`src/rtl/bk_pkg.sv`:
```
// Shared definitions for Brent-Kung adder users.
// Holds the stream state encoding and the default limb width.
package bk_pkg;

   localparam int BK_ADDER_SIZE = 32;

   typedef enum logic {
      IDLE = 1'b0,
      BUSY = 1'b1
   } bk_stream_state_t;

endpackage

```
`src/rtl/brent_kung_adder_nbit.sv`:
```
// Combinational Brent-Kung prefix adder of arbitrary width.
// Up-sweep builds power-of-two groups, down-sweep fills the gaps.
module brent_kung_adder_nbit
   import bk_pkg::*;
#(
   parameter int ADDER_SIZE = BK_ADDER_SIZE
) (
   input  logic [ADDER_SIZE-1:0] a,
   input  logic [ADDER_SIZE-1:0] b,
   input  logic                  cin,
   output logic [ADDER_SIZE-1:0] sum,
   output logic                  cout
);

   localparam int N    = ADDER_SIZE;
   localparam int DTOP = (N > 1) ? (1 << ($clog2(N) - 1)) : 1;

   logic [N-1:0] p;
   logic [N-1:0] gg;
   logic [N-1:0] pp;
   logic [N:0]   c;

   always_comb begin
      p  = a ^ b;
      gg = a & b;
      pp = p;
      for (int d = 1; d < N; d = d * 2) begin
         for (int i = 2 * d - 1; i < N; i = i + 2 * d) begin
            gg[i] = gg[i] | (pp[i] & gg[i-d]);
            pp[i] = pp[i] & pp[i-d];
         end
      end
      // gaps left by the up-sweep take the prefix ending just below them
      for (int d = DTOP; d >= 1; d = d / 2) begin
         for (int i = 3 * d - 1; i < N; i = i + 2 * d) begin
            gg[i] = gg[i] | (pp[i] & gg[i-d]);
            pp[i] = pp[i] & pp[i-d];
         end
      end
      c[0] = cin;
      for (int i = 0; i < N; i++) begin
         c[i+1] = gg[i] | (pp[i] & cin);
      end
   end

   assign sum  = p ^ c[N-1:0];
   assign cout = c[N];

endmodule

```
`src/rtl/bk_limb_stream_adder.sv`:
```
// Streaming multi-precision adder, one limb per beat, LS limb first.
// Carry chains across beats through a register; outputs are registered.
module bk_limb_stream_adder
   import bk_pkg::*;
#(
   parameter int ADDER_SIZE = BK_ADDER_SIZE,
   parameter int CNT_W      = 8
) (
   input  logic                  clk,
   input  logic                  rst_n,
   input  logic                  in_valid,
   output logic                  in_ready,
   input  logic [ADDER_SIZE-1:0] in_op1,
   input  logic [ADDER_SIZE-1:0] in_op2,
   input  logic                  in_cin,
   input  logic                  in_last,
   output logic                  out_valid,
   input  logic                  out_ready,
   output logic [ADDER_SIZE-1:0] out_res,
   output logic                  out_last,
   output logic                  out_cout,
   output logic                  out_ovf,
   output logic [CNT_W-1:0]      out_idx
);

   localparam int MSB = ADDER_SIZE - 1;

   bk_stream_state_t state;
   bk_stream_state_t state_nxt;

   logic                  accept;
   logic                  carry;
   logic                  cin;
   logic                  cout;
   logic                  ovf;
   logic [ADDER_SIZE-1:0] sum;
   logic [CNT_W-1:0]      idx_nxt;

   assign in_ready = !out_valid || out_ready;
   assign accept   = in_valid && in_ready;

   brent_kung_adder_nbit #(
      .ADDER_SIZE(ADDER_SIZE)
   ) u_adder (
      .a   (in_op1),
      .b   (in_op2),
      .cin (cin),
      .sum (sum),
      .cout(cout)
   );

   assign ovf = in_last && (in_op1[MSB] == in_op2[MSB])
             && (sum[MSB] != in_op1[MSB]);

   always_ff @(posedge clk or negedge rst_n) begin
      if (!rst_n) state <= IDLE;
      else        state <= state_nxt;
   end

   always_comb begin
      state_nxt = state;
      cin       = carry;
      idx_nxt   = out_idx + 1'b1;
      unique case (state)
         IDLE: begin
            cin     = in_cin;
            idx_nxt = '0;
            if (accept && !in_last) state_nxt = BUSY;
         end
         BUSY: begin
            if (accept && in_last) state_nxt = IDLE;
         end
      endcase
   end

   // out_idx doubles as the limb counter: it only moves on accepted beats
   always_ff @(posedge clk or negedge rst_n) begin
      if (!rst_n) begin
         carry     <= 1'b0;
         out_valid <= 1'b0;
         out_res   <= '0;
         out_last  <= 1'b0;
         out_cout  <= 1'b0;
         out_ovf   <= 1'b0;
         out_idx   <= '0;
      end else if (accept) begin
         carry     <= cout;
         out_valid <= 1'b1;
         out_res   <= sum;
         out_last  <= in_last;
         out_cout  <= cout;
         out_ovf   <= ovf;
         out_idx   <= idx_nxt;
      end else if (out_ready) begin
         out_valid <= 1'b0;
      end
   end

endmodule

```
`config.mk`:
```
export PLATFORM = sky130hd
export DESIGN_NAME = bk_limb_stream_adder
export DESIGN_NICKNAME = d
export VERILOG_FILES = /design/src/rtl/bk_pkg.sv /design/src/rtl/brent_kung_adder_nbit.sv /design/src/rtl/bk_limb_stream_adder.sv
export SDC_FILE = /design/constraint.sdc
export NUM_CORES = 1
export LEC_CHECK = 0
export BUFFER_PORTS_ARGS = -buffer_cell sky130_fd_sc_hd__buf_2
export CORE_UTILIZATION = 27
export CTS_CLUSTER_SIZE = 25
export DETAILED_ROUTE_END_ITERATION = 10
export PLACE_DENSITY = 0.58
export SYNTH_ARGS = -nofsm -noshare
export SYNTH_HDL_FRONTEND = slang
export SYNTH_SLANG_ARGS = --single-unit
```
`constraint.sdc`:
```
create_clock -name clk -period 6.85 [get_ports clk]
set_input_delay 1.7125 -clock clk [delete_from_list [all_inputs] [get_ports clk]]
set_output_delay 1.7125 -clock clk [all_outputs]
set_load 0.03 [all_outputs]
```
Yosys cells after proc, flatten, opt, wreduce, memory -nomap -nowiden
Cells that the tools add are included.

storage, ports and cells
  input port bits = 70
  output and inout port bits = 45
  flip-flop bits (word level) = 45
  word-level logic and storage cells = 265

cells by class
  mux-type cells = 7
  equality and inequality tests = 2
  reductions and logical operators = 9
  add/subtract/negate cells = 1
  bitwise gates (word level) = 239

operators with widths
  cell                   count
  $and A1 B1 Y1          146
  $or A1 B1 Y1           89
  $xor A32 B32 Y32       2
  $and A32 B32 Y32       1
  $add A8 B1 Y8 const B  1
  $mux W8                1
  $logic_and A1 B1 Y1    5
  $mux W1                5
  $logic_not A1 Y1       2
  $pmux W1 S2            1
  $reduce_bool A2 Y1     1
  $eq A1 B1 Y1           1
  $logic_or A1 B1 Y1     1
  $ne A1 B1 Y1           1
  $not A1 Y1             1

Longest topological paths before layout
Gate-level depths: netlist of the first run.

  word-level depth = 21
  gate-level depth with buffers = 9
  depth with buffers taken out = 9

Hierarchy
A second synthesis of the first run with hierarchy kept.

second synthesis, totals
  cells, all modules = 307
  area, all modules = 3285.7 sq um

by module, submodules not included
  module                 cells each  area an instance (sq um)  instances  sequential area each (sq um)
  bk_limb_stream_adder   137         1963.1                    1          1126.1
  brent_kung_adder_nbit  170         1322.5                    1          0.0

Worst setup path after synthesis of the first run
Ideal clock, no wire load.

  path kind = input to register
  from = in in_op1[7]
  to = reg out_res[23]
  setup time = 0.092 ns
  required time = 6.758 ns
  setup slack = 3.025 ns
  arrival = 3.733 ns
  path buffers = 0
  cell stages on the path = 9
  cells stage by stage = ha_1 -> nand4_2 -> or2_1 -> o221a_4 -> nor4_4 -> o21ai_2 -> a2111oi_4 -> nor3_2 -> o31ai_2

between the ends
  longest elaborated chain between the ends = 15
  elaborated cells between the ends (all ways) = 26
  those cells by class = bitwise: 26

RTL lines
  item                                           line                                                      RTL
  from (decl)                                    bk_limb_stream_adder.sv:13                                input logic [ADDER_SIZE-1:0] in_op1,
  $xor A32 B32 Y32                               brent_kung_adder_nbit.sv:24                               p = a ^ b;
  $and A1 B1 Y1 (on tied branches)               brent_kung_adder_nbit.sv:29, brent_kung_adder_nbit.sv:30
  $or A1 B1 Y1, or another cell as far along     brent_kung_adder_nbit.sv:29                               gg[i] = gg[i] | (pp[i] & gg[i-d]);
  $or A1 B1 Y1 or $and A1 B1 Y1 (tied branches)  brent_kung_adder_nbit.sv:29
  $or A1 B1 Y1                                   brent_kung_adder_nbit.sv:29
  $and A1 B1 Y1                                  brent_kung_adder_nbit.sv:29
  $or A1 B1 Y1                                   brent_kung_adder_nbit.sv:29
  $and A1 B1 Y1                                  brent_kung_adder_nbit.sv:36                               gg[i] = gg[i] | (pp[i] & gg[i-d]);
  $or A1 B1 Y1                                   brent_kung_adder_nbit.sv:36
  $and A1 B1 Y1                                  brent_kung_adder_nbit.sv:36
  $or A1 B1 Y1                                   brent_kung_adder_nbit.sv:36
  $and A1 B1 Y1                                  brent_kung_adder_nbit.sv:36
  $or A1 B1 Y1                                   brent_kung_adder_nbit.sv:36
  $or A1 B1 Y1 (*)                               brent_kung_adder_nbit.sv:42                               c[i+1] = gg[i] | (pp[i] & cin);
  $xor A32 B32 Y32 (*)                           brent_kung_adder_nbit.sv:46                               assign sum = p ^ c[N-1:0];
  to (signal assigned)                           bk_limb_stream_adder.sv:89                                out_res <= sum;
  to (decl)                                      bk_limb_stream_adder.sv:19                                output logic [ADDER_SIZE-1:0] out_res,

Mark *: on every way between the ends. The rest lies on a longest branch, timed or not.
A chain may end at the register's enable or synchronous reset.

Worst setup path in the final report of the first run
  from = in in_op1[17]
  to = reg out_ovf

between the ends
  longest elaborated chain between the ends = 18
  elaborated cells between the ends (all ways) = 28
  those cells by class = eq/ne: 1; bitwise: 26; reduce/logical: 1

RTL lines
  item                     line                         RTL
  $xor A32 B32 Y32         brent_kung_adder_nbit.sv:24
  $and A1 B1 Y1            brent_kung_adder_nbit.sv:29
  $or A1 B1 Y1             brent_kung_adder_nbit.sv:29
  $and A1 B1 Y1            brent_kung_adder_nbit.sv:29
  $or A1 B1 Y1             brent_kung_adder_nbit.sv:29
  $and A1 B1 Y1            brent_kung_adder_nbit.sv:29
  $or A1 B1 Y1             brent_kung_adder_nbit.sv:29
  $or A1 B1 Y1             brent_kung_adder_nbit.sv:36
  (+2 left out)            -
  $and A1 B1 Y1            brent_kung_adder_nbit.sv:36
  $or A1 B1 Y1             brent_kung_adder_nbit.sv:36
  $and A1 B1 Y1            brent_kung_adder_nbit.sv:36
  $or A1 B1 Y1             brent_kung_adder_nbit.sv:36
  $or A1 B1 Y1 (*)         brent_kung_adder_nbit.sv:42
  $xor A32 B32 Y32 (*)     brent_kung_adder_nbit.sv:46
  $ne A1 B1 Y1 (*)         bk_limb_stream_adder.sv:53   && (sum[MSB] != in_op1[MSB]);
  $logic_and A1 B1 Y1 (*)  bk_limb_stream_adder.sv:53
  to (signal assigned)     bk_limb_stream_adder.sv:92   out_ovf <= ovf;
  to (decl)                bk_limb_stream_adder.sv:22   output logic out_ovf,

Marks and branches as above.

==> results of run 1 <==
metal layers:
layer,up-vias,GRT usage,wire (um)
li1,1462,-,-
met1,1342,0.178,3720
met2,64,0.226,3700
met3,6,0.0308,417
met4,0,0.0343,69
met5,-,0,0
logic make-up (layout without fill, tap and decap cells):
family / count (synthesis) / after routing / synth area share
adders and majority gates: 34 / 34 / 0.139
muxes: 3 / 3 / 0.0117
buffers and inverters: 19 / 132 / 0.0229
and+or+nand+nor: 115 / 115 / 0.183
xor gates and xnor gates: 22 / 22 / 0.0619
DFF: 45 / 45 / 0.362
AOI/OAI and AO/OA: 100 / 100 / 0.220
cells in the mapped netlist (all sizes together) (2+ instances only):
library cell  count  area [um^2]
a211oi            3         22.5
a21o              7         52.6
a21oi            24          128
a22o              2         17.5
and3              5         31.3
clkbuf            9         33.8
dfrtp            45         1130
ha               33          413
inv               9         33.8
mux2              2         26.3
nand2            53          199
nand2b            3         18.8
nand3            11         55.1
nand4             6         43.8
nor2             11         41.3
nor3              9         50.1
nor4              3         33.8
o21a              5         37.5
o21ai            32          168
o21bai            3         22.5
o31a              3         26.3
o31ai             8         65.1
or3               5         31.3
or4               3         22.5
xnor2            17          149
xor2              5         43.8
registers in the layout, summed over array words and instances (netlist names), named ones only:
register   flops
out_res       32
out_idx        8
out_cout       1
out_last       1
out_ovf        1
out_valid      1
stage by stage:
step | utilization | cell area, um^2 | cells | worst slack, ns | total power (W)
final | 0.360 | 3970 | 591 | 2.93 | 0.00101
after detailed placement | 0.347 | 3830 | 583 | 2.64 | 0.000783
after floorplan | - | 3110 | 338 | 3.02 | 0.000651
after global routing | 0.360 | 3970 | 591 | 2.69 | 0.00108
after global placement | 0.347 | 3830 | 583 | 2.66 | 0.000776
after CTS | 0.360 | 3970 | 591 | 2.92 | 0.00102
worst max-delay path: stages:
cell and delay, ns:
buf_2 0.10, ha_1 0.34, a21o_1 0.20, a21oi_1 0.29, nor3_1 0.09, nor3_1 0.32
o21a_1 0.24, a21oi_2 0.10, or4_1 0.47, a32o_1 0.23
layout make-up:
cell class / instances / area share
timing repair buffer: 115 / 0.146
multi-input combinational: 274 / 0.483
tap: 140 / 0.0442
sequential: 45 / 0.284
inverter: 9 / 0.00851
clock buffer: 8 / 0.0344
power breakdown:
group,internal [W],switching (W)
combinational,0.000146,0.000265
clock,0.000136,0.0000963
sequential,0.000323,0.0000416
total,0.000604,0.000403
how the worst max path moves through the flow:
stage	startpoint	endpoint	slack, ns	depth (start not counted)
after detailed placement	in_op1[11]	out_ovf	2.64	10
after global placement	in_op1[11]	out_ovf	2.66	10
after floorplan	in_op1[7]	out_res[23]	3.02	9
final	in_op1[17]	out_ovf	2.93	10
after global routing	in_op1[11]	out_ovf	2.69	10
after CTS	in_op1[11]	out_ovf	2.92	10
layout by cell type (no fill, tap or decap), types with 5 or more instances in the layout:
cell type  Yosys  layout
a21o_1         7       7
a21oi_1       22      22
and3_1         5       5
buf_2          0     114
clkbuf_16      0       5
dfrtp_1       45      45
ha_1          33      33
inv_1          9       9
nand2_1       53      52
nand3_1       11      11
nand4_1        5       5
nor2_1        11      11
nor3_1         8       8
o21a_1         5       5
o21ai_0       30      30
o31ai_1        7       7
or3_1          5       5
xnor2_1       17      17
xor2_1         5       5
==> key figures, run 1 <==
Finish
  – P&R area growth vs syn: 27.5%
  – Area of the multi-input gates: between 1500 and 2000 um^2
  – Final #Nets: 554
  – Register area: about 1100 um^2
  – ANT cells: 0
  – Fillcell total: 1176
  – Layout cells sized above 1: 0.299

Worst hold path
  – Hold Path Class: flip-flop to flip-flop
  – Hold endpoint: out_last
  – Hold Startpoint: out_last
  – Cells on Worst Hold Path: 2

Place
  – Port Buf Inserts: 114
  – Post-DP HPWL: ~6200 um
  – RePlAce Congestion: about 0.79

CTS
  – CTS resizes: 0
  – CTS buffer count: 5
  – CTS Hold Bufs: 0
  – CTS root buf: clkbuf_16
  – CTS Sinks: 45
  – Post-CTS setup buffers: 0
  – CTS tree: built
  – Clock latency on the worst-skew pair: 0.28 ns
  – H-tree depth: 2
  – Clk slew on worst S/H paths: 0.06 ns
  – Maximum clock insertion buffer count: 2

Synth
  – Syn Inst Count: roughly 340
  – Distinct cells, synth: 55
  – Post-Syn Area: 3110 um^2
  – EDFF count, synth: 0
  – Seq cells post-synth: 45
  – Synth warn: 0
  – Syn Nets: 442
  – Post-synthesis sequential area ratio: 0.362
  – Post-synth ARST share: 1.00
  – Avg Inst Size Synth: 9.21 um^2
  – Dominant synthesized flop cell: dfrtp_1

Detailed routing
  – Vias per cell: roughly 4.9
  – # DRC: 0
  – Drt wl/cell: about 13 um
  – Final Routed Wirelength: 7910 um
  – Vias post-DR: around 2900
  – Total iterations of the first detailed-routing run: 4
  – Initial DRC count: 109
  – Post-route ant nets: 0

STA
  – Fmax: around 260 MHz
  – Max Transition Viols Final: 0
  – Setup repair after global routing missed its margin: no
  – Final period util: 0.572
  – Final Hold Fails: 0
  – Fin Hold WS: 0.474 ns
  – Setup total negative slack: 0 ns
  – Tmin final: between 3 and 4 ns
  – Final setup viols: 0
  – Worst Skew: 0.00359 ns
  – Slew HR: 0.284
  – Worst-margin pin slew: 1.07 ns

Setup path
  – Peak fanout along the critical path: 5
  – RR Endpoint: out_ovf
  – Worst Setup End Kind: flip-flop
  – Worst Path Arrival: 4.09 ns
  – Crit start category: input port
  – Required @ worst endpoint: 7.02 ns
  – Worst Reg-to-Reg Cells: 8
  – Worst setup path class: input port to flip-flop
  – Reg-to-reg slack, setup: between 4 and 5 ns

Die
  – Die area: between 10000 and 15000 um^2
  – Die X: ~110 um
  – I/O Pins: 115
  – Row cnt: 38
  – Die Y: 109 um
  – Core ar.: about 11000 um^2
  – Initial Util: 0.282

Global routing
  – First-pass GRT wire length: 12700 um
  – Initial antenna violation count: 0
  – Pin count of the biggest net entering global routing: between 70 and 80
  – Vias in the first global route: 2725
  – Overflow after GRT: 0
  – Gr usage total: 0.136

Power and ir drop
  – Power Density: 254 nW/um^2
  – Leak: 1.98 nW
  – Peak supply drop: 0.105 mV

Run
  – Maxcap violations: 0

Status
  – Outcome: completed
No activity file was read; power rests on OpenSTA's default activity.
==> run 2, diff against run 1 <==
- clock period: 6.85 -> 4 ns (I/O delays scaled with it)
==> run 2 against run 1 <==
Effect of this change:
- via count shrank 0.28%
- final cell count unchanged
- combinational power grew 71%
- sequential power up 71%
- routed wire length is 0.68% lower
- final area up 0.35%
- critical path type unchanged
- largest cell class unchanged
==> key figures, run 2 (synthesized netlist as in run 1, its figures left out) <==
Status
  – Outcome: completed (unchanged)

Power and ir drop
  – Switching Share: 0.394 (was 0.400)
  – Net Sw Power: 0.000682 W (was 0.000403 W)
  – Power share of the combinational group: 0.406 (was 0.407)
  – Pint: 0.00105 W (was 0.000604 W)
  – Power Density: 435 nW/um^2 (was 254 nW/um^2)
  – Leak: 1.99 nW (was 1.98 nW)
  – Clock network power share: 0.233 (was 0.231)
  – Peak supply drop: 0.188 mV (was 0.105 mV)
  – Sequential fraction of design power: 0.360 (was 0.362)

Die
  – Die X: 109 um (unchanged)
  – Core ar.: 11000 um^2 (unchanged)
  – Die Y: 109 um (unchanged)
  – Row cnt: 38 (unchanged)
  – Die area: 12000 um^2 (unchanged)
  – I/O Pins: 115 (unchanged)
  – Initial Util: 0.282 (unchanged)

Setup path
  – Worst Path Arrival: 3.38 ns (was 4.09 ns)
  – Slowest CP cell: or4_1 (unchanged)
  – Worst setup path class: input port to flip-flop (unchanged)
  – Reg-to-reg slack, setup: 1.45 ns (was 4.31 ns)
  – Largest stage delay on the critical path: 0.47 ns (about the same)
  – Worst Setup End Kind: flip-flop (unchanged)
  – Peak fanout along the critical path: 5 (unchanged)
  – Crit start category: input port (unchanged)
  – Cell mode on critical path: nor3_1 (unchanged)
  – RR Endpoint: out_ovf (unchanged)
  – Crit-path cells: buf_2, ha_1, a21o_1, a21oi_1, nor3_1, nor3_1, o21a_1, a21oi_2, or4_1, a32o_1 (unchanged)
  – Required @ worst endpoint: 4.16 ns (was 7.02 ns)
  – Worst Reg-to-Reg Cells: 8 (unchanged)

Place
  – Post-DP HPWL: 6270 um (was 6240 um)
  – Port Buf Inserts: 114 (unchanged)
  – RePlAce Congestion: 0.784 (was 0.788)
  – Dpl cell area: 3840 um^2 (was 3830 um^2)

Finish
  – Layout cells sized above 1: 0.304 (was 0.299)
  – Final design area excluding fillers: 3980 um^2 (was 3970 um^2)
  – Most frequent cells in the layout: 114 x buf_2, 52 x nand2_1, 45 x dfrtp_1, 33 x ha_1, 30 x o21ai_0 (unchanged)
  – ANT cells: 0 (unchanged)
  – Most common cell after layout, fill and taps aside: buf_2 (unchanged)
  – Max FFs per register: 32 (unchanged)
  – Largest registers: out_res: 32 flops, out_idx: 8 flops (unchanged)
  – Biggest register: out_res (unchanged)
  – P&R area growth vs syn: 27.9% (was 27.5%)
  – Final #Nets: 555 (was 554)

STA
  – Fmax: 311 MHz
  – Setup repair after global routing missed its margin: no (unchanged)
  – Tmin final: 3.22 ns
  – Slew HR: 0.291 (was 0.284)
  – Setup total negative slack: 0 ns (unchanged)
  – Max Transition Viols Final: 0 (unchanged)
  – Final Hold Fails: 0 (unchanged)
  – Final setup viols: 0 (unchanged)
  – Final period util: 0.804
  – Worst Skew: 0.00476 ns (was 0.00359 ns)
  – Worst-margin pin slew: 1.06 ns (was 1.07 ns)

Detailed routing
  – Post-route ant nets: 0 (unchanged)
  – Initial DRC count: 93 (was 109)
  – Total iterations of the first detailed-routing run: 4 (unchanged)
  – Drt wl/cell: 13.3 um (was 13.4 um)
  – Vias post-DR: 2866 (was 2874)
  – Vias per cell: 4.85 (was 4.86)
  – # DRC: 0 (unchanged)
  – Final Routed Wirelength: 7850 um (was 7910 um)

Global routing
  – First-pass GRT wire length: 12800 um (was 12700 um)
  – Gr usage total: 0.136 (about the same)
  – Initial antenna violation count: 0 (unchanged)
  – Overflow after GRT: 0 (unchanged)
  – Vias in the first global route: 2752 (was 2725)
  – Pin count of the biggest net entering global routing: 52 (was 78)

CTS
  – Clk slew on worst S/H paths: 0.06 ns (about the same)
  – CTS Hold Bufs: 0 (unchanged)
  – Clock latency on the worst-skew pair: 0.28 ns (about the same)
  – CTS resizes: 0 (unchanged)
  – CTS buffer count: 5 (unchanged)
  – H-tree depth: 2 (unchanged)
  – Maximum clock insertion buffer count: 2 (unchanged)
  – CTS tree: built (unchanged)
  – CTS Sinks: 45 (unchanged)
  – Post-CTS setup buffers: 0 (unchanged)
  – CTS root buf: clkbuf_16 (unchanged)

Worst hold path
  – Hold Path Class: flip-flop to flip-flop (unchanged)
  – Hold endpoint: out_res[1] (was out_last)
  – Hold Startpoint: out_res[1] (was out_last)
  – Cells on Worst Hold Path: 2 (unchanged)

Run
  – Maxcap violations: 0 (unchanged)
## run 2: changes by cell type in the layout (fill, tap and decap cells not counted), sizes merged
cell,delta
clkbuf,-1
buf,+1
## run 2: critical path: cells and delay by family
family                     cells  cell delay (ns)
AOI/OAI and AO/OA              5             1.05
adders and majority gates      1             0.34
and+or+nand+nor                3             0.89
buffers and inverters          1             0.10
## run 2: area by class of cell
class / count / area (um^2)
fill: 1148 / 7050
inverter: 9 / 33.8
timing repair buffer: 116 / 586
clock buffer: 7 / 143
multi-input combinational: 274 / 1920
sequential: 45 / 1130
tap: 140 / 175
## run 2: how the worst max path moves through the flow
stage	from	to	slack, ns	depth (start not counted)
3_5_place_dp	in_op1[11]	out_ovf	0.48	10
5_1_grt	in_op1[11]	out_ovf	0.56	10
6_report	in_op1[17]	out_ovf	0.78	10
4_1_cts	in_op1[11]	out_ovf	0.78	10
3_3_place_gp	in_op1[11]	out_ovf	0.52	10
2_1_floorplan	in_op1[7]	out_res[23]	0.89	9
## run 2: metal layers
| layer | routed length, um | track usage | share of wire |
|---|---|---|---|
| met1 | 3650 | 0.175 | 0.47 |
| met4 | 33 | 0.0257 | 0.0042 |
| met3 | 505 | 0.0385 | 0.064 |
| met2 | 3660 | 0.229 | 0.47 |
| met5 | 0 | 0 | 0 |
## run 2: power by group through the flow
stage               combinational [W]  sequential (W)  clock [W]
finish                       0.000703        0.000624   0.000404
CTS                          0.000714        0.000625   0.000422
global placement             0.000702        0.000628          0
detailed placement           0.000712        0.000632          0
global route                 0.000774        0.000639   0.000442
floorplan                    0.000295        0.000819          0
## run 2: metrics by stage
step / instances / util / setup slack [ns] / total power [W] / hold slack (ns)
floorplan: 338 / - / 0.887 / 0.00111 / 0.589
global placement: 584 / 0.348 / 0.518 / 0.00133 / 0.452
detailed placement: 584 / 0.348 / 0.480 / 0.00134 / 0.466
CTS: 591 / 0.361 / 0.780 / 0.00176 / 0.481
global route: 591 / 0.361 / 0.557 / 0.00186 / 0.499
finish: 591 / 0.361 / 0.782 / 0.00173 / 0.473
==> run 3, diff against run 2 <==
- PLACE_DENSITY: 0.58 -> 0.6
- clock period: 4 -> 2.85 ns (I/O delays scaled with it)
==> run 3 against run 2 <==
Effect of this change:
- non-clock buffer count up 45
- first-iteration DRC count down 2.2%
- largest cell class unchanged
- sequential power grew 41%
- final cell count is 7.8% higher
==> key figures, run 3 (synthesized netlist as in run 1, its figures left out) <==
Status
  – Outcome: completed (unchanged)

Power and ir drop
  – Pint: 0.00153 W (was 0.00105 W)
  – Switching Share: 0.391 (was 0.394)
  – Power Density: 574 nW/um^2 (was 435 nW/um^2)
  – Leak: 2.21 nW (was 1.99 nW)
  – Power share of the combinational group: 0.432 (was 0.406)
  – Overall Power: 0.00251 W (was 0.00173 W)
  – Clock network power share: 0.218 (was 0.233)
  – Peak supply drop: 0.279 mV (was 0.188 mV)
  – Sequential fraction of design power: 0.350 (was 0.360)
  – Net Sw Power: 0.000980 W (was 0.000682 W)

CTS
  – CTS tree: built (unchanged)
  – CTS Hold Bufs: 0 (unchanged)
  – Clk slew on worst S/H paths: 0.06 ns (about the same)
  – CTS root buf: clkbuf_16 (unchanged)
  – H-tree depth: 2 (unchanged)
  – Maximum clock insertion buffer count: 2 (unchanged)
  – CTS Sinks: 45 (unchanged)
  – Clock latency on the worst-skew pair: 0.28 ns (about the same)
  – CTS buffer count: 5 (unchanged)

Setup path
  – Crit path capture: out_ovf (unchanged)
  – Worst Reg-to-Reg Cells: 8 (unchanged)
  – Peak fanout along the critical path: 4 (was 5)
  – Crit-path cells: buf_2, ha_1, a21o_1, a21oi_2, o221a_4, nor4_4, o21ai_2, a21oi_2, or4_1, a32o_1 (was buf_2, ha_1, a21o_1, a21oi_1, nor3_1, nor3_1, o21a_1, a21oi_2, or4_1, a32o_1)
  – Worst Path Arrival: 2.90 ns (was 3.38 ns)
  – Crit path launch: in_op1[1] (was in_op1[17])
  – CP Buf/Inv Count: 1 (unchanged)
  – Worst setup path class: input port to flip-flop (unchanged)
  – Cell mode on critical path: a21oi_2 (was nor3_1)
  – RR Endpoint: out_ovf (unchanged)
  – Top Family by Delay on Critical Path: compound AO/OA/AOI/OAI gates (unchanged)
  – Reg-to-reg slack, setup: 0.35 ns (was 1.45 ns)
  – Required @ worst endpoint: 3.01 ns (was 4.16 ns)
  – Worst Setup End Kind: flip-flop (unchanged)
  – Crit start category: input port (unchanged)
  – Largest stage delay on the critical path: 0.46 ns (was 0.47 ns)
  – Stages on the worst setup path: 10 (unchanged)
  – Slowest CP cell: or4_1 (unchanged)

Detailed routing
  – # DRC: 0 (unchanged)
  – Vias post-DR: 3043 (was 2866)
  – Total iterations of the first detailed-routing run: 4 (unchanged)
  – Drt wl/cell: 12.8 um (was 13.3 um)
  – Final Routed Wirelength: 8120 um (was 7850 um)
  – Post-route ant nets: 0 (unchanged)
  – Vias per cell: 4.78 (was 4.85)
  – Initial DRC count: 91 (was 93)

Finish
  – Most frequent cells in the layout: 114 x buf_2, 52 x nand2_1, 46 x buf_4, 45 x dfrtp_1, 30 x ha_1 (was 114 x buf_2, 52 x nand2_1, 45 x dfrtp_1, 33 x ha_1, 30 x o21ai_0)
  – Fillcell total: 1119 (was 1148)
  – Biggest register: out_res (unchanged)
  – ANT cells: 0 (unchanged)
  – Largest registers: out_res: 32 flops, out_idx: 8 flops (unchanged)
  – P&R area growth vs syn: 40.5% (was 27.9%)
  – Final #Nets: 600 (was 555)
  – Layout cells sized above 1: 0.376 (was 0.304)
  – Final core area utilization: 0.396 (was 0.361)
  – Most common cell after layout, fill and taps aside: buf_2 (unchanged)
  – Max FFs per register: 32 (unchanged)

Die
  – Core ar.: 11000 um^2 (unchanged)
  – Die Y: 109 um (unchanged)
  – Row cnt: 38 (unchanged)
  – Initial Util: 0.282 (unchanged)
  – Die X: 109 um (unchanged)
  – Die area: 12000 um^2 (unchanged)
  – I/O Pins: 115 (unchanged)

Global routing
  – First-pass GRT wire length: 13300 um (was 12800 um)
  – Vias in the first global route: 2963 (was 2752)
  – Pin count of the biggest net entering global routing: 45 (was 52)
  – Gr usage total: 0.142 (was 0.136)
  – Initial antenna violation count: 0 (unchanged)
  – Overflow after GRT: 0 (unchanged)

Place
  – Port Buf Inserts: 114 (unchanged)
  – RePlAce Congestion: 0.784 (about the same)
  – Post-DP HPWL: 6700 um (was 6270 um)

STA
  – Fmax: 365 MHz
  – Final period util: 0.960
  – Tmin final: 2.74 ns
  – Max Transition Viols Final: 0 (unchanged)
  – Setup total negative slack: 0 ns (unchanged)
  – Final setup viols: 0 (unchanged)
  – Final Hold Fails: 0 (unchanged)
  – Worst-margin pin slew: 0.592 ns (was 1.06 ns)
  – Slew HR: 0.605 (was 0.291)
  – Worst Skew: 0.00605 ns (was 0.00476 ns)
  – Setup repair after global routing missed its margin: no (unchanged)

Worst hold path
  – Hold Path Class: input port to asynchronous set/reset pin (was flip-flop to flip-flop)

Run
  – Maxcap violations: 0 (unchanged)
==> run 3: cell types whose count changed in the layout (fill, tap and decap cells not counted), moves of 2 or more <==
cell	previous run	this run
a21oi_1	22	20
buf_4	2	46
ha_4	0	3
a21oi_2	2	4
ha_1	33	30
clkbuf_1	1	3
==> run 3: timing repair <==
| item | 4_1_cts | 5_1_grt |
|---|---|---|
| setup endpoints to repair | 0 | 5 |
| gates resized for setup | 0 | 7 |
| setup buffers | 0 | 1 |
==> run 3: power groups by stage <==
stage | Clock, W | Sequential (W) | Combinational (W)
floorplan | 0 | 0.00115 | 0.000414
global placement | 0 | 0.000886 | 0.00106
detailed placement | 0 | 0.000890 | 0.00108
CTS | 0.000571 | 0.000880 | 0.00109
global route | 0.000600 | 0.000899 | 0.00120
finish | 0.000547 | 0.000878 | 0.00109
==> run 3: how the worst min path moves through the flow <==
stage,from,to
final,rst_n,out_idx[3]
after floorplan,rst_n,asynchronous set/reset pin
after detailed placement,out_res[29],out_res[29]
after CTS,rst_n,out_idx[3]
after global placement,out_last,out_last
after global routing,rst_n,out_idx[3]
==> run 3: cell type report <==
type | instances | area (um^2) | area share
Timing Repair Buffer | 161 | 936 | 0.214
Sequential cell | 45 | 1130 | 0.258
Tap cell | 140 | 175 | 0.0401
Multi-Input combinational cell | 274 | 1970 | 0.450
Inverter | 9 | 33.8 | 0.00773
Clock buffer | 8 | 136 | 0.0312
==> run 3: metal layers <==
layer  vias to the layer above  part of all wire  GRT usage
met5                         -                 0          0
met4                         0             0.014     0.0390
met3                         8             0.054     0.0320
met2                        76              0.47      0.246
met1                      1404              0.46      0.176
li1                       1555                 -          -
==> run 3: metrics by stage <==
stage	hold slack, ns	setup WS [ns]	instances	instance area [um^2]
final	0.436	0.113	637	4370
after global routing	0.469	0.000694	637	4370
after CTS	0.458	0.0345	636	4320
after detailed placement	0.462	-0.244	628	4180
after global placement	0.456	-0.241	628	4180
after floorplan	0.417	0.0248	338	3110
